`src/rtl/shiftreg_seq_pkg.sv`:
```
// Shared types and sizing helpers for the serial shift-register sequencer.
// Latency: n/a (declarations only).
// Backpressure: n/a (declarations only).
package shiftreg_seq_pkg;

    // Controller states; the top-level module mirrors these as 2-bit constants
    typedef enum logic [1:0] {
        IDLE  = 2'd0,
        SHIFT = 2'd1,
        DONE  = 2'd2
    } state_e;

    localparam int DEFAULT_WIDTH = 8;

    // The bit counter must be able to hold WIDTH itself so it never wraps mid-transfer
    function automatic int cnt_width(input int width);
        return $clog2(width + 1);
    endfunction

endpackage

```
`src/rtl/shiftreg_seq_ctrl_if.sv`:
```
// Parallel-in/parallel-out handshakes plus the serial chain pins of the sequencer.
// Latency: n/a (wiring only).
// Backpressure: din_ready / dout_ready carry the two valid-ready handshakes.
interface shiftreg_seq_ctrl_if #(
    parameter int WIDTH = shiftreg_seq_pkg::DEFAULT_WIDTH
);
    logic [WIDTH-1:0] din;
    logic             din_valid;
    logic             din_ready;
    logic             ser_out;
    logic             shift_en;
    logic             ser_in;
    logic             busy;
    logic [WIDTH-1:0] dout;
    logic             dout_valid;
    logic             dout_ready;

    // Controller side
    modport slave (
        input  din, din_valid, ser_in, dout_ready,
        output din_ready, ser_out, shift_en, busy, dout, dout_valid
    );

    // Producer / consumer / chain side
    modport master (
        output din, din_valid, ser_in, dout_ready,
        input  din_ready, ser_out, shift_en, busy, dout, dout_valid
    );
endinterface

```
`src/rtl/shiftreg_seq_dp.sv`:
```
// Transmit/receive shift registers and result register for the sequencer.
// Latency: tx_bit_nxt is combinational from the next tx value; dout updates on the capture edge.
// Backpressure: none here; the controller only strobes load/shift/capture when allowed.
module shiftreg_seq_dp #(
    parameter int   WIDTH     = shiftreg_seq_pkg::DEFAULT_WIDTH,
    parameter bit   MSB_FIRST = 1'b1
) (
    input  logic             clk,
    input  logic             rst,
    input  logic             load,
    input  logic             shift,
    input  logic             capture,
    input  logic [WIDTH-1:0] din,
    input  logic             ser_in,
    output logic             tx_bit_nxt,
    output logic [WIDTH-1:0] dout
);
    logic [WIDTH-1:0] tx_q, tx_d;
    logic [WIDTH-1:0] rx_q, rx_d;
    logic [WIDTH-1:0] dout_q, dout_d;

    // Next-state of the shift registers; transmit end and capture end swap with bit order
    always_comb begin
        tx_d   = tx_q;
        rx_d   = rx_q;
        dout_d = dout_q;
        if (load) begin
            tx_d = din;
            rx_d = '0;
        end else if (shift) begin
            if (MSB_FIRST) begin
                tx_d = {tx_q[WIDTH-2:0], 1'b0};
                rx_d = {rx_q[WIDTH-2:0], ser_in};
            end else begin
                tx_d = {1'b0, tx_q[WIDTH-1:1]};
                rx_d = {ser_in, rx_q[WIDTH-1:1]};
            end
            // The final bit is folded in on the same edge the result is latched
            if (capture) begin
                dout_d = rx_d;
            end
        end
        // Bit that will sit at the transmit end after this edge; lets ser_out be a flop
        tx_bit_nxt = MSB_FIRST ? tx_d[WIDTH-1] : tx_d[0];
    end

    // Register update with synchronous clear
    always_ff @(posedge clk) begin
        if (rst) begin
            tx_q   <= '0;
            rx_q   <= '0;
            dout_q <= '0;
        end else begin
            tx_q   <= tx_d;
            rx_q   <= rx_d;
            dout_q <= dout_d;
        end
    end

    assign dout = dout_q;

endmodule

```
`src/rtl/shiftreg_seq_ctrl.sv`:
```
// Sequencer: takes a parallel word, shifts it out one bit per cycle while capturing the return stream.
// Latency: accept at edge N, first serial bit in cycle N+1, dout_valid in cycle N+WIDTH+1.
// Backpressure: din_ready only in IDLE; a held DONE (dout_ready=0) blocks new words indefinitely.
module shiftreg_seq_ctrl
    import shiftreg_seq_pkg::*;
#(
    parameter int   WIDTH     = DEFAULT_WIDTH,
    parameter bit   MSB_FIRST = 1'b1,
    parameter logic IDLE_LVL  = 1'b1
) (
    input  logic                 clk,
    input  logic                 rst,
    shiftreg_seq_ctrl_if.slave   bus
);
    localparam logic [1:0] S_IDLE  = IDLE;
    localparam logic [1:0] S_SHIFT = SHIFT;
    localparam logic [1:0] S_DONE  = DONE;

    localparam int                CNT_W    = cnt_width(WIDTH);
    localparam logic [CNT_W-1:0]  CNT_LAST = CNT_W'(WIDTH - 1);

    logic [1:0]       state_q, state_d;
    logic [CNT_W-1:0] cnt_q, cnt_d;
    logic             ser_out_q, ser_out_d;
    logic             shift_en_q, shift_en_d;
    logic             busy_q, busy_d;
    logic             din_ready_q, din_ready_d;
    logic             dout_valid_q, dout_valid_d;

    logic             load;
    logic             shift;
    logic             capture;
    logic             tx_bit_nxt;
    logic [WIDTH-1:0] dout_w;

    // FSM and bit counter; all outputs are decoded from the next state so they leave a flop
    always_comb begin
        state_d = state_q;
        cnt_d   = cnt_q;
        load    = 1'b0;
        shift   = 1'b0;
        capture = 1'b0;
        case (state_q)
            S_IDLE: begin
                if (bus.din_valid) begin
                    load    = 1'b1;
                    cnt_d   = '0;
                    state_d = S_SHIFT;
                end
            end
            S_SHIFT: begin
                shift = 1'b1;
                cnt_d = cnt_q + CNT_W'(1);
                if (cnt_q == CNT_LAST) begin
                    capture = 1'b1;
                    state_d = S_DONE;
                end
            end
            S_DONE: begin
                // A word offered in the same cycle waits for the following IDLE cycle
                if (bus.dout_ready) begin
                    state_d = S_IDLE;
                end
            end
            default: begin
                state_d = S_IDLE;
            end
        endcase

        ser_out_d    = (state_d == S_SHIFT) ? tx_bit_nxt : IDLE_LVL;
        shift_en_d   = (state_d == S_SHIFT);
        busy_d       = (state_d != S_IDLE);
        din_ready_d  = (state_d == S_IDLE);
        dout_valid_d = (state_d == S_DONE);
    end

    // State and output registers; reset aborts any transfer in flight
    always_ff @(posedge clk) begin
        if (rst) begin
            state_q      <= S_IDLE;
            cnt_q        <= '0;
            ser_out_q    <= IDLE_LVL;
            shift_en_q   <= 1'b0;
            busy_q       <= 1'b0;
            din_ready_q  <= 1'b1;
            dout_valid_q <= 1'b0;
        end else begin
            state_q      <= state_d;
            cnt_q        <= cnt_d;
            ser_out_q    <= ser_out_d;
            shift_en_q   <= shift_en_d;
            busy_q       <= busy_d;
            din_ready_q  <= din_ready_d;
            dout_valid_q <= dout_valid_d;
        end
    end

    shiftreg_seq_dp #(
        .WIDTH     (WIDTH),
        .MSB_FIRST (MSB_FIRST)
    ) u_dp (
        .clk        (clk),
        .rst        (rst),
        .load       (load),
        .shift      (shift),
        .capture    (capture),
        .din        (bus.din),
        .ser_in     (bus.ser_in),
        .tx_bit_nxt (tx_bit_nxt),
        .dout       (dout_w)
    );

    assign bus.ser_out    = ser_out_q;
    assign bus.shift_en   = shift_en_q;
    assign bus.busy       = busy_q;
    assign bus.din_ready  = din_ready_q;
    assign bus.dout_valid = dout_valid_q;
    assign bus.dout       = dout_w;

endmodule

```
`src/flat_wrapper.sv`:
```
// flat-port wrapper written by rule: the top's interface ports become plain ports
module shiftreg_seq_ctrl_flat import shiftreg_seq_pkg::*;
#(
    parameter int   WIDTH     = DEFAULT_WIDTH,
    parameter bit   MSB_FIRST = 1'b1,
    parameter logic IDLE_LVL  = 1'b1
)
  (clk, rst, bus_din, bus_din_valid, bus_ser_in, bus_dout_ready, bus_din_ready, bus_ser_out, bus_shift_en, bus_busy, bus_dout, bus_dout_valid);
  shiftreg_seq_ctrl_if #(.WIDTH(WIDTH)) bus_i ();
  input  logic clk;
  input  logic rst;
  input wire logic [$bits(bus_i.din)-1:0] bus_din;
  input wire logic [$bits(bus_i.din_valid)-1:0] bus_din_valid;
  input wire logic [$bits(bus_i.ser_in)-1:0] bus_ser_in;
  input wire logic [$bits(bus_i.dout_ready)-1:0] bus_dout_ready;
  output wire logic [$bits(bus_i.din_ready)-1:0] bus_din_ready;
  output wire logic [$bits(bus_i.ser_out)-1:0] bus_ser_out;
  output wire logic [$bits(bus_i.shift_en)-1:0] bus_shift_en;
  output wire logic [$bits(bus_i.busy)-1:0] bus_busy;
  output wire logic [$bits(bus_i.dout)-1:0] bus_dout;
  output wire logic [$bits(bus_i.dout_valid)-1:0] bus_dout_valid;
  assign bus_i.din = bus_din;
  assign bus_i.din_valid = bus_din_valid;
  assign bus_i.ser_in = bus_ser_in;
  assign bus_i.dout_ready = bus_dout_ready;
  assign bus_din_ready = bus_i.din_ready;
  assign bus_ser_out = bus_i.ser_out;
  assign bus_shift_en = bus_i.shift_en;
  assign bus_busy = bus_i.busy;
  assign bus_dout = bus_i.dout;
  assign bus_dout_valid = bus_i.dout_valid;
  shiftreg_seq_ctrl #(.WIDTH(WIDTH), .MSB_FIRST(MSB_FIRST), .IDLE_LVL(IDLE_LVL)) u_core (.clk(clk), .rst(rst), .bus(bus_i));
endmodule
```
`config.mk`:
```
export PLATFORM = sky130hd
export DESIGN_NAME = shiftreg_seq_ctrl_flat
export DESIGN_NICKNAME = d
export VERILOG_FILES = /design/src/rtl/shiftreg_seq_pkg.sv /design/src/rtl/shiftreg_seq_ctrl_if.sv /design/src/rtl/shiftreg_seq_dp.sv /design/src/rtl/shiftreg_seq_ctrl.sv /design/src/flat_wrapper.sv
export SDC_FILE = /design/constraint.sdc
export NUM_CORES = 1
export LEC_CHECK = 0
export CAP_MARGIN = 40
export CORE_MARGIN = 8
export CORE_UTILIZATION = 45
export DETAILED_ROUTE_END_ITERATION = 7
export PLACE_DENSITY_LB_ADDON = 0.3
export SYNTH_ARGS = -nofsm -noshare
export SYNTH_HDL_FRONTEND = slang
export SYNTH_SLANG_ARGS = --single-unit
```
`constraint.sdc`:
```
create_clock -name clk -period 1.4 [get_ports clk]
set_clock_uncertainty 0.05 [all_clocks]
set_input_delay 0.28 -clock clk [delete_from_list [all_inputs] [get_ports clk]]
set_output_delay 0.28 -clock clk [all_outputs]
set_load 0.02 [all_outputs]
```
==> results of run 1 <==
cell families (layout without fill, tap and decap cells):
family / after synthesis / in the layout / share of synthesized area (%)
and+or+nand+nor: 39 / 39 / 15.9
DFF: 34 / 34 / 51.8
muxes: 1 / 1 / 0.761
AOI/OAI and AO/OA: 51 / 51 / 25.6
buffers and inverters: 13 / 55 / 5.04
adders and majority gates: 1 / 1 / 0.951
per-layer routing:
layer | track usage, % | vias up | share of wire [%]
li1 | - | 582 | -
met1 | 13.8 | 544 | 45
met2 | 23.6 | 36 | 49
met3 | 4.24 | 7 | 4.3
met4 | 6.47 | 0 | 1.9
met5 | 0 | - | 0
final cells by class:
cell class                      instances  share of cell area [%]
Clock buffer                            7                    3.01
Multi-Input combinational cell         92                    34.7
Sequential cell                        34                    37.6
Timing Repair Buffer                   44                    21.7
Inverter                                3                   0.615
Tap cell                               31                    2.12
Clock inverter                          1                   0.273
cells in the final DEF, fill, tap and decap left out, types with 2 or more instances in the layout:
cell / n
buf_6: 2
a22oi_1: 8
dfxtp_1: 30
clkdlybuf4s50_1: 12
nor2b_1: 2
dfxtp_2: 3
o22ai_1: 6
inv_1: 2
buf_4: 16
a21oi_2: 5
clkbuf_4: 5
dlygate4sd2_1: 13
a21oi_1: 11
o21ai_0: 7
nor2_1: 13
a31o_2: 6
nand2_1: 4
nand2b_1: 8
path summary, 6_finish.rpt:
path	end	slack, ns	depth (start not counted)
worst max-delay path	u_core.u_dp.dout[3]	0.03	4
worst min-delay path	u_core.u_dp.dout[4]	0.43	2
worst max register to register	u_core.u_dp.dout[3]	0.03	4
worst min register to register	u_core.u_dp.dout[4]	0.43	2
tightest hold or removal path, stage by stage (launching register included):
cell	delay, ns
dfxtp_1	0.32
nand2_1	0.05
o21ai_0	0.07
stage by stage:
stage	util (%)	total power [mW]	TNS, ns	instances	worst slack, ns
floorplan	-	1.15	0	139	0.00200
detailed placement	61.3	1.25	-4.07	202	-0.283
global route	66.4	1.87	-0.0285	212	-0.00685
CTS	63.7	1.80	0	210	0.00797
finish	66.4	1.80	0	212	0.0317
global placement	61.3	1.24	-2.63	202	-0.197
power groups by stage:
| stage | clock network [mW] | logic, mW | registers (mW) |
|---|---|---|---|
| floorplan | 0 | 0.0980 | 1.05 |
| global placement | 0 | 0.199 | 1.04 |
| detailed placement | 0 | 0.207 | 1.04 |
| CTS | 0.576 | 0.205 | 1.02 |
| global route | 0.618 | 0.232 | 1.02 |
| finish | 0.567 | 0.214 | 1.02 |
flip-flops by register name, indices dropped and copies added (netlist names):
name and flops:
u_core.bus.ser_out 1, u_core.u_dp.tx_q 8, u_core.u_dp.dout 8, u_core.bus.din_ready 1, u_core.bus.shift_en 1, u_core.u_dp.rx_q 7, u_core.cnt_q 4, u_core.bus.dout_valid 1
u_core.state_q 2, u_core.bus.busy 1
repair_timing:
action / 4_1_cts / 5_1_grt
gates resized for setup: 23 / 13
setup buffers: 0 / 2
setup endpoints to repair: 33 / 12
hold endpoints to repair: 0 / 0
pin swaps: 1 / 6
==> results.cfg, run 1 <==
[clock_network]
cts_hold_buf = 0
ctsHtreeMaxLevel = 2
cts_tree = done
cts.sink_count = 34
cts_max_path_buffers = 2
cts_buffers = 5
cts-root-buf = clkbuf_4
clk_pin_slew_ns = 0.11
clock_latency_ns = 0.33

[synth]
synth_async_sr_flop_share_pct = 0
yosys.area.top_type = dfxtp_1
synth-seq-cells = 34
synth_area_um2 = 1320
yosysWarnings = 0
synth_area_leaders = dfxtp_1 52%, a21oi_1 6.1%, a31o_2 4.7%
ys_types = 33
syn_nets = 153
synth.top_cell.area_share_pct = 51.8
synth-seq-area-share_pct = 51.8
synth_edf_count = 0
synth_ff_type = dfxtp_1
synth_area_per_cell_um2 = 9.46
netlist_instances = 139
yosysMostFrequentCell = dfxtp_1
synth_common_cells = 34 x dfxtp_1, 16 x a21oi_1, 13 x nor2_1

[critical_path]
cp_top_family = simple AND/OR/NAND/NOR gates
critPathKind = register to register
cp_max_fo = 8
cp_slowest_cell = dfxtp_2
r2r_start = u_core.cnt_q[1]
timing.critical_path.slowest_cell_delay_ns = 0.35
cp-end-kind = register
worstPathArrival_ns = 1.54
critPathLaunchType = register
cp_cell_sequence = ha_4 > and4b_2 > and2_4 > a31o_2
crit_path_start = u_core.cnt_q[1]
required_ns = 1.57
worst-path-buf-inv = 0

[power_and_ir_drop]
sw_frac_of_total_pct = 24.7
pwr-share-clk_pct = 31.5
intPower_mw = 1.36
pwr-share-comb_pct = 11.9
p_switching_mw = 0.444
powerDensity_nw_per_um2 = 984
irDropWorstVdd_uv = 794
seqPwrFrac_pct = 56.7
power.leakage_nw = 0.757

[finish]
fin_nets = 194
num_antenna_cells = 0
area_growth_pct = 39.2
final.fill_count = 232
multi_input_area_um2 = 636
seq_area_um2 = 688
drive_gt1_share_pct = 29.3
postLayoutCellArea_um2 = 1830

[floorplan]
dieArea_um2 = 4910
die_w_um = 70.1
io_pins = 26
core_um2 = 2760
rows = 19
die_h_um = 70.1
start_util_pct = 47.7

[timing]
drv_slew = 0
whs_ns = 0.430
max_slew_margin_pct = 69.9
rsz0062_at_grt = yes
fin_crit_sh_pct = 97.7
fin_crit_ns = 1.37
hold_viol = 0
clock.fmax_ghz = 0.731
worstMarginPinSlew_ns = 0.451
setup-violations-final = 0

[placement]
dpl-instance-area_um2 = 1690
portBuffers = 25
gp_congestion = 0.781
dpl.hpwl_um = 2340

[job]
cap_viol_max_count = 0

[global_route]
grt_pass1_wl_um = 5500
grt_start_max_net_pins = 18
grt.overflow.total = 0
grt_pass1_vias = 1269
antenna_found_initial = 0
grt_util_all_layers_pct = 13.3

[routing]
routed_wl_um = 3290
drcViolationCount = 0
first_pass_iters = 4
detail-route-antenna-nets = 0
num_vias = 1169
wl_per_cell_um = 15.5
drtIter0Drc = 96
routed_via_density = 5.51

[outcome]
status = finished clean

[min_path]
worstHoldStart = u_core.u_dp.dout[4]
hold_path_class = register to register
Power figures use the tool's default switching activity.
==> run 2: changes to the inputs <==
--- a/config.mk
+++ b/config.mk
@@ -5,10 +5,11 @@
 export SDC_FILE = /design/constraint.sdc
 export NUM_CORES = 1
 export LEC_CHECK = 0
-export CAP_MARGIN = 40
+export CAP_MARGIN = 20
 export CORE_MARGIN = 8
 export CORE_UTILIZATION = 45
 export DETAILED_ROUTE_END_ITERATION = 7
+export GPL_TIMING_DRIVEN = 0
 export PLACE_DENSITY_LB_ADDON = 0.3
 export SYNTH_ARGS = -nofsm -noshare
 export SYNTH_HDL_FRONTEND = slang
==> run 2 against run 1 <==
Design area is 4.9% lower. Via count is 0.68% lower. Clock power is 16% higher. Die area stayed put. First-iteration DRC count is 24% higher. Critical path type unchanged. Largest cell class unchanged. Highest routed layer unchanged.
==> results.cfg, run 2 (synthesis results as in run 1) <==
[outcome]
status = finished clean

[clock_network]
clock_latency_ns = 0.33
cts_hold_buf = 0
cts-root-buf = clkbuf_4
cts_max_path_buffers = 2
cts_buffers = 5
cts_tree = done
cts.sink_count = 34
clk_pin_slew_ns = 0.10
ctsHtreeMaxLevel = 2

[finish]
final_common_cell = dfxtp_1
seq_area_um2 = 684
multi_input_area_um2 = 601
final.fill_count = 233
fin_nets = 188
instances_no_fill = 206
num_antenna_cells = 0
postLayoutCellArea_um2 = 1740
area_growth_pct = 32.4
mostFrequentLayoutCells = 31 x dfxtp_1, 15 x a21oi_1, 13 x nor2_1
drive_gt1_share_pct = 22.9

[floorplan]
rows = 19
die_h_um = 70.1
start_util_pct = 47.7
die_w_um = 70.1
core_um2 = 2760
dieArea_um2 = 4910
io_pins = 26

[routing]
drtIter0Drc = 119
detail-route-antenna-nets = 0
drcViolationCount = 0
routed_via_density = 5.64
routed_wl_um = 3140
wl_per_cell_um = 15.2
first_pass_iters = 4
num_vias = 1161

[placement]
dpl-instance-area_um2 = 1590
dp.cells = 194
portBuffers = 24
dpl.hpwl_um = 2160
gp_congestion = 0.806
dp_slack_ns = -0.356

[critical_path]
required_ns = 1.58
cp_top_family = simple AND/OR/NAND/NOR gates
worstPathArrival_ns = 1.55
cp_max_fo = 8
timing.critical_path.slowest_cell_delay_ns = 0.35
critPathLaunchType = register
cp_cell_sequence = ha_4 > and4b_2 > and2_4 > a31o_2
worst-path-buf-inv = 0
cp_slowest_cell = dfxtp_2
cp-end-kind = register
critPathKind = register to register

[timing]
max_slew_margin_pct = 68.8
worstMarginPinSlew_ns = 0.468
whs_ns = 0.423
drv_slew = 0
clock.fmax_ghz = 0.726
rsz0062_at_grt = yes
fin_crit_ns = 1.38
hold_viol = 0
fin_ws_ns = 0.0233
setup-violations-final = 0
fin_crit_sh_pct = 98.3

[global_route]
grt_util_all_layers_pct = 13.3
grt_pass1_wl_um = 5490
antenna_found_initial = 0
grt_pass1_vias = 1201
grt_start_max_net_pins = 11
grt.overflow.total = 0

[job]
cap_viol_max_count = 0

[power_and_ir_drop]
powerDensity_nw_per_um2 = 1080
power.leakage_nw = 0.713
irDropWorstVdd_uv = 795
p_total_mw = 1.87

[min_path]
hold_path_class = register to register
## run 2: cell count changes in the layout (fill, tap and decap cells not counted), moves of 2 or more
cell	change
a21oi_2	-4
clkbuf_8	+2
buf_4	-10
a21oi_1	+4
buf_2	+2
## run 2: final cells by class
type	count	share of cell area, %
flip-flops and latches	34	39.3
multi-input cells	92	34.5
repair buffers	29	15.3
clock buffers	8	4.53
plain buffers	9	3.45
well taps	31	2.23
inverters	3	0.647
## run 2: layer usage
metal	vias up	wire (um)	GRT usage, %	part of all wire, %
met4	0	48	5.36	1.5
met5	-	0	0	0
li1	571	-	-	-
met2	39	1470	21.6	47
met1	544	1400	15.5	45
met3	7	222	4.80	7.1
## run 2: worst reg2reg max path, delay by kind of cell, from the launching register on
family          cells  cell delay (ns)
flops               1             0.35
simple gates        2             0.47
compound gates      1             0.25
fa+ha+maj           1             0.16
## run 2: final timing paths
path	start	end	slack, ns	cells after the start
hold reg to reg	u_core.u_dp.dout[4]	u_core.u_dp.dout[4]	0.42	2
hold / removal	u_core.u_dp.dout[4]	u_core.u_dp.dout[4]	0.42	2
setup / recovery	u_core.cnt_q[1]	u_core.u_dp.dout[3]	0.02	4
setup reg to reg	u_core.cnt_q[1]	u_core.u_dp.dout[3]	0.02	4
## run 2: repair_timing
| item | CTS | global route |
|---|---|---|
| pin swaps | 0 | 1 |
| gates resized for setup | 26 | 7 |
| endpoints found under the hold margin | 0 | 0 |
| cloned | 1 | 0 |
| endpoints found under the setup margin | 26 | 14 |
| buffers inserted | 1 | 3 |
## run 2: power breakdown
group	leakage, nW	switching [mW]	internal, mW
combinational	0.390	0.0998	0.0957
clock	0.0446	0.316	0.343
sequential	0.279	0.0164	1.00
total	0.713	0.433	1.44
## run 2: metrics by stage
| step | setup TNS [ns] | util, % |
|---|---|---|
| 2_1_floorplan | 0 | - |
| 3_3_place_gp | -4.03 | 57.8 |
| 3_5_place_dp | -5.20 | 57.8 |
| 4_1_cts | 0 | 61.4 |
| 5_1_grt | -0.152 | 63.1 |
| 6_report | 0 | 63.1 |
==> run 3: changes to the inputs <==
--- a/config.mk
+++ b/config.mk
@@ -6,7 +6,7 @@
 export NUM_CORES = 1
 export LEC_CHECK = 0
 export CAP_MARGIN = 20
-export CORE_MARGIN = 8
+export CORE_MARGIN = 4
 export CORE_UTILIZATION = 45
 export DETAILED_ROUTE_END_ITERATION = 7
 export GPL_TIMING_DRIVEN = 0
==> constraint.sdc (replaced) <==
create_clock -name clk -period 1.25 [get_ports clk]
set_clock_uncertainty 0.05 [all_clocks]
set_input_delay 0.25 -clock clk [delete_from_list [all_inputs] [get_ports clk]]
set_output_delay 0.25 -clock clk [all_outputs]
set_load 0.02 [all_outputs]
==> run 3 against run 2 <==
The flow now finishes with violations (setup timing). Worst setup slack got worse by 0.098 ns. Hold slack got worse by 0.077 ns. Routed wire length fell by 2.0%. Total power rose by 15%. Sequential share of layout area fell by 2.7 points. Global-route usage rose by 3.5 points.
==> results.cfg, run 3 (synthesis results as in run 1) <==
[finish]
area_growth_pct = 43.0
final_util_pct = 67.6
final_common_cell = dfxtp_1
drive_gt1_share_pct = 40.7
fin_nets = 195
instances_no_fill = 213
mostFrequentLayoutCells = 30 x dfxtp_1, 13 x nor2_1, 12 x buf_4
num_antenna_cells = 0

[floorplan]
io_pins = 26
die_w_um = 62.1
dieArea_um2 = 3850
start_util_pct = 47.3
rows = 19
die_h_um = 62.1
core_um2 = 2780

[outcome]
violations = setup timing
status = finished with violations

[global_route]
grt_pass1_wl_um = 4720
grt_pass1_vias = 1101
grt.overflow.total = 0
grt_util_all_layers_pct = 16.8
antenna_found_initial = 0
grt_start_max_net_pins = 12

[timing]
rsz0062_at_grt = yes
fin_crit_sh_pct = 106
fin_ws_ns = -0.0743
tns_ns = -0.526
clock.fmax_ghz = 0.755
fin_crit_ns = 1.32
max_slew_margin_pct = 68.8
hold_viol = 0
worstMarginPinSlew_ns = 0.468
drv_slew = 0
whs_ns = 0.346
setup-violations-final = 9

[routing]
drtIter0Drc = 51
num_vias = 1191
first_pass_iters = 4
routed_via_density = 5.59
routed_wl_um = 3070
drcViolationCount = 0
detail-route-antenna-nets = 0
wl_per_cell_um = 14.4

[clock_network]
cts_hold_buf = 0
cts-root-buf = clkbuf_4
cts.sink_count = 34
clk_pin_slew_ns = 0.10
cts_max_path_buffers = 2
ctsHtreeMaxLevel = 2
cts_tree = done
clock_latency_ns = 0.33
cts_buffers = 5

[placement]
portBuffers = 24
dp_slack_ns = -0.426
dpl.hpwl_um = 1970
gp_congestion = 0.766
dp.cells = 194

[critical_path]
cp_max_fo = 5
required_ns = 1.43
critPathKind = register to register
critPathLaunchType = register
worstPathArrival_ns = 1.51
cp-end-kind = register

[power_and_ir_drop]
irDropWorstVdd_uv = 975
powerDensity_nw_per_um2 = 1150
power.leakage_nw = 0.767

[job]
cap_viol_max_count = 0

[min_path]
hold_path_class = input port to register
-- run 3: changes by cell type in the layout (fill, tap and decap cells not counted), moves of 7 or more --
cell | before | now
a31o_4 | 0 | 7
a21oi_1 | 15 | 8
a31o_2 | 7 | 0
buf_2 | 2 | 11
a21oi_2 | 1 | 8
dlygate4sd2_1 | 12 | 0
-- run 3: what timing repair did --
item	4_1_cts	5_1_grt
setup endpoints to repair	40	39
cloned	1	0
resized for setup	60	26
pin swaps	9	3
buffers inserted	8	4
endpoints found under the hold margin	0	0
-- run 3: power breakdown --
part	total (mW)	leakage, nW	internal, mW	switching, mW
Sequential	1.14	0.280	1.12	0.0212
Clock	0.775	0.0450	0.414	0.361
Combinational	0.238	0.443	0.116	0.122
-- run 3: metrics by stage --
stage | area [um2] | total power [mW]
3_5_place_dp | 1670 | 1.37
4_1_cts | 1890 | 2.15
6_report | 1880 | 2.16
5_1_grt | 1880 | 2.23
2_1_floorplan | 1390 | 1.29
3_3_place_gp | 1670 | 1.37
-- run 3: final cells by class --
cell class / count / area, um2
plain buffers: 8 / 58.8
clock buffers: 5 / 37.5
clock inverters: 3 / 40.0
fillers: 219 / 901
inverters: 3 / 17.5
multi-input cells: 92 / 714
flip-flops and latches: 34 / 688
well taps: 31 / 38.8
repair buffers: 37 / 285
-- run 3: final timing paths --
path | start | depth (start not counted) | end | slack [ns]
min | bus_din_valid | 3 | u_core.u_dp.tx_q[0] | 0.35
min reg2reg | u_core.u_dp.tx_q[7] | 2 | u_core.bus.ser_out | 0.42
max | u_core.cnt_q[0] | 5 | u_core.u_dp.dout[6] | -0.07
max reg2reg | u_core.cnt_q[0] | 5 | u_core.u_dp.dout[6] | -0.07
-- run 3: worst max-delay path, stage by stage (launching register included) --
cell and delay [ns]:
dfxtp_2 0.37, ha_4 0.13, and4b_2 0.29, buf_6 0.15, a21oi_2 0.06, a31o_4 0.19
-- run 3: per-layer routing --
metal	GRT usage (%)	part of all wire (%)	routed length [um]	vias up
met5	0	0	0	-
met2	28.6	51	1580	28
li1	-	-	-	596
met4	8.48	1.1	34	0
met3	5.37	6.4	196	4
met1	18.7	41	1260	563
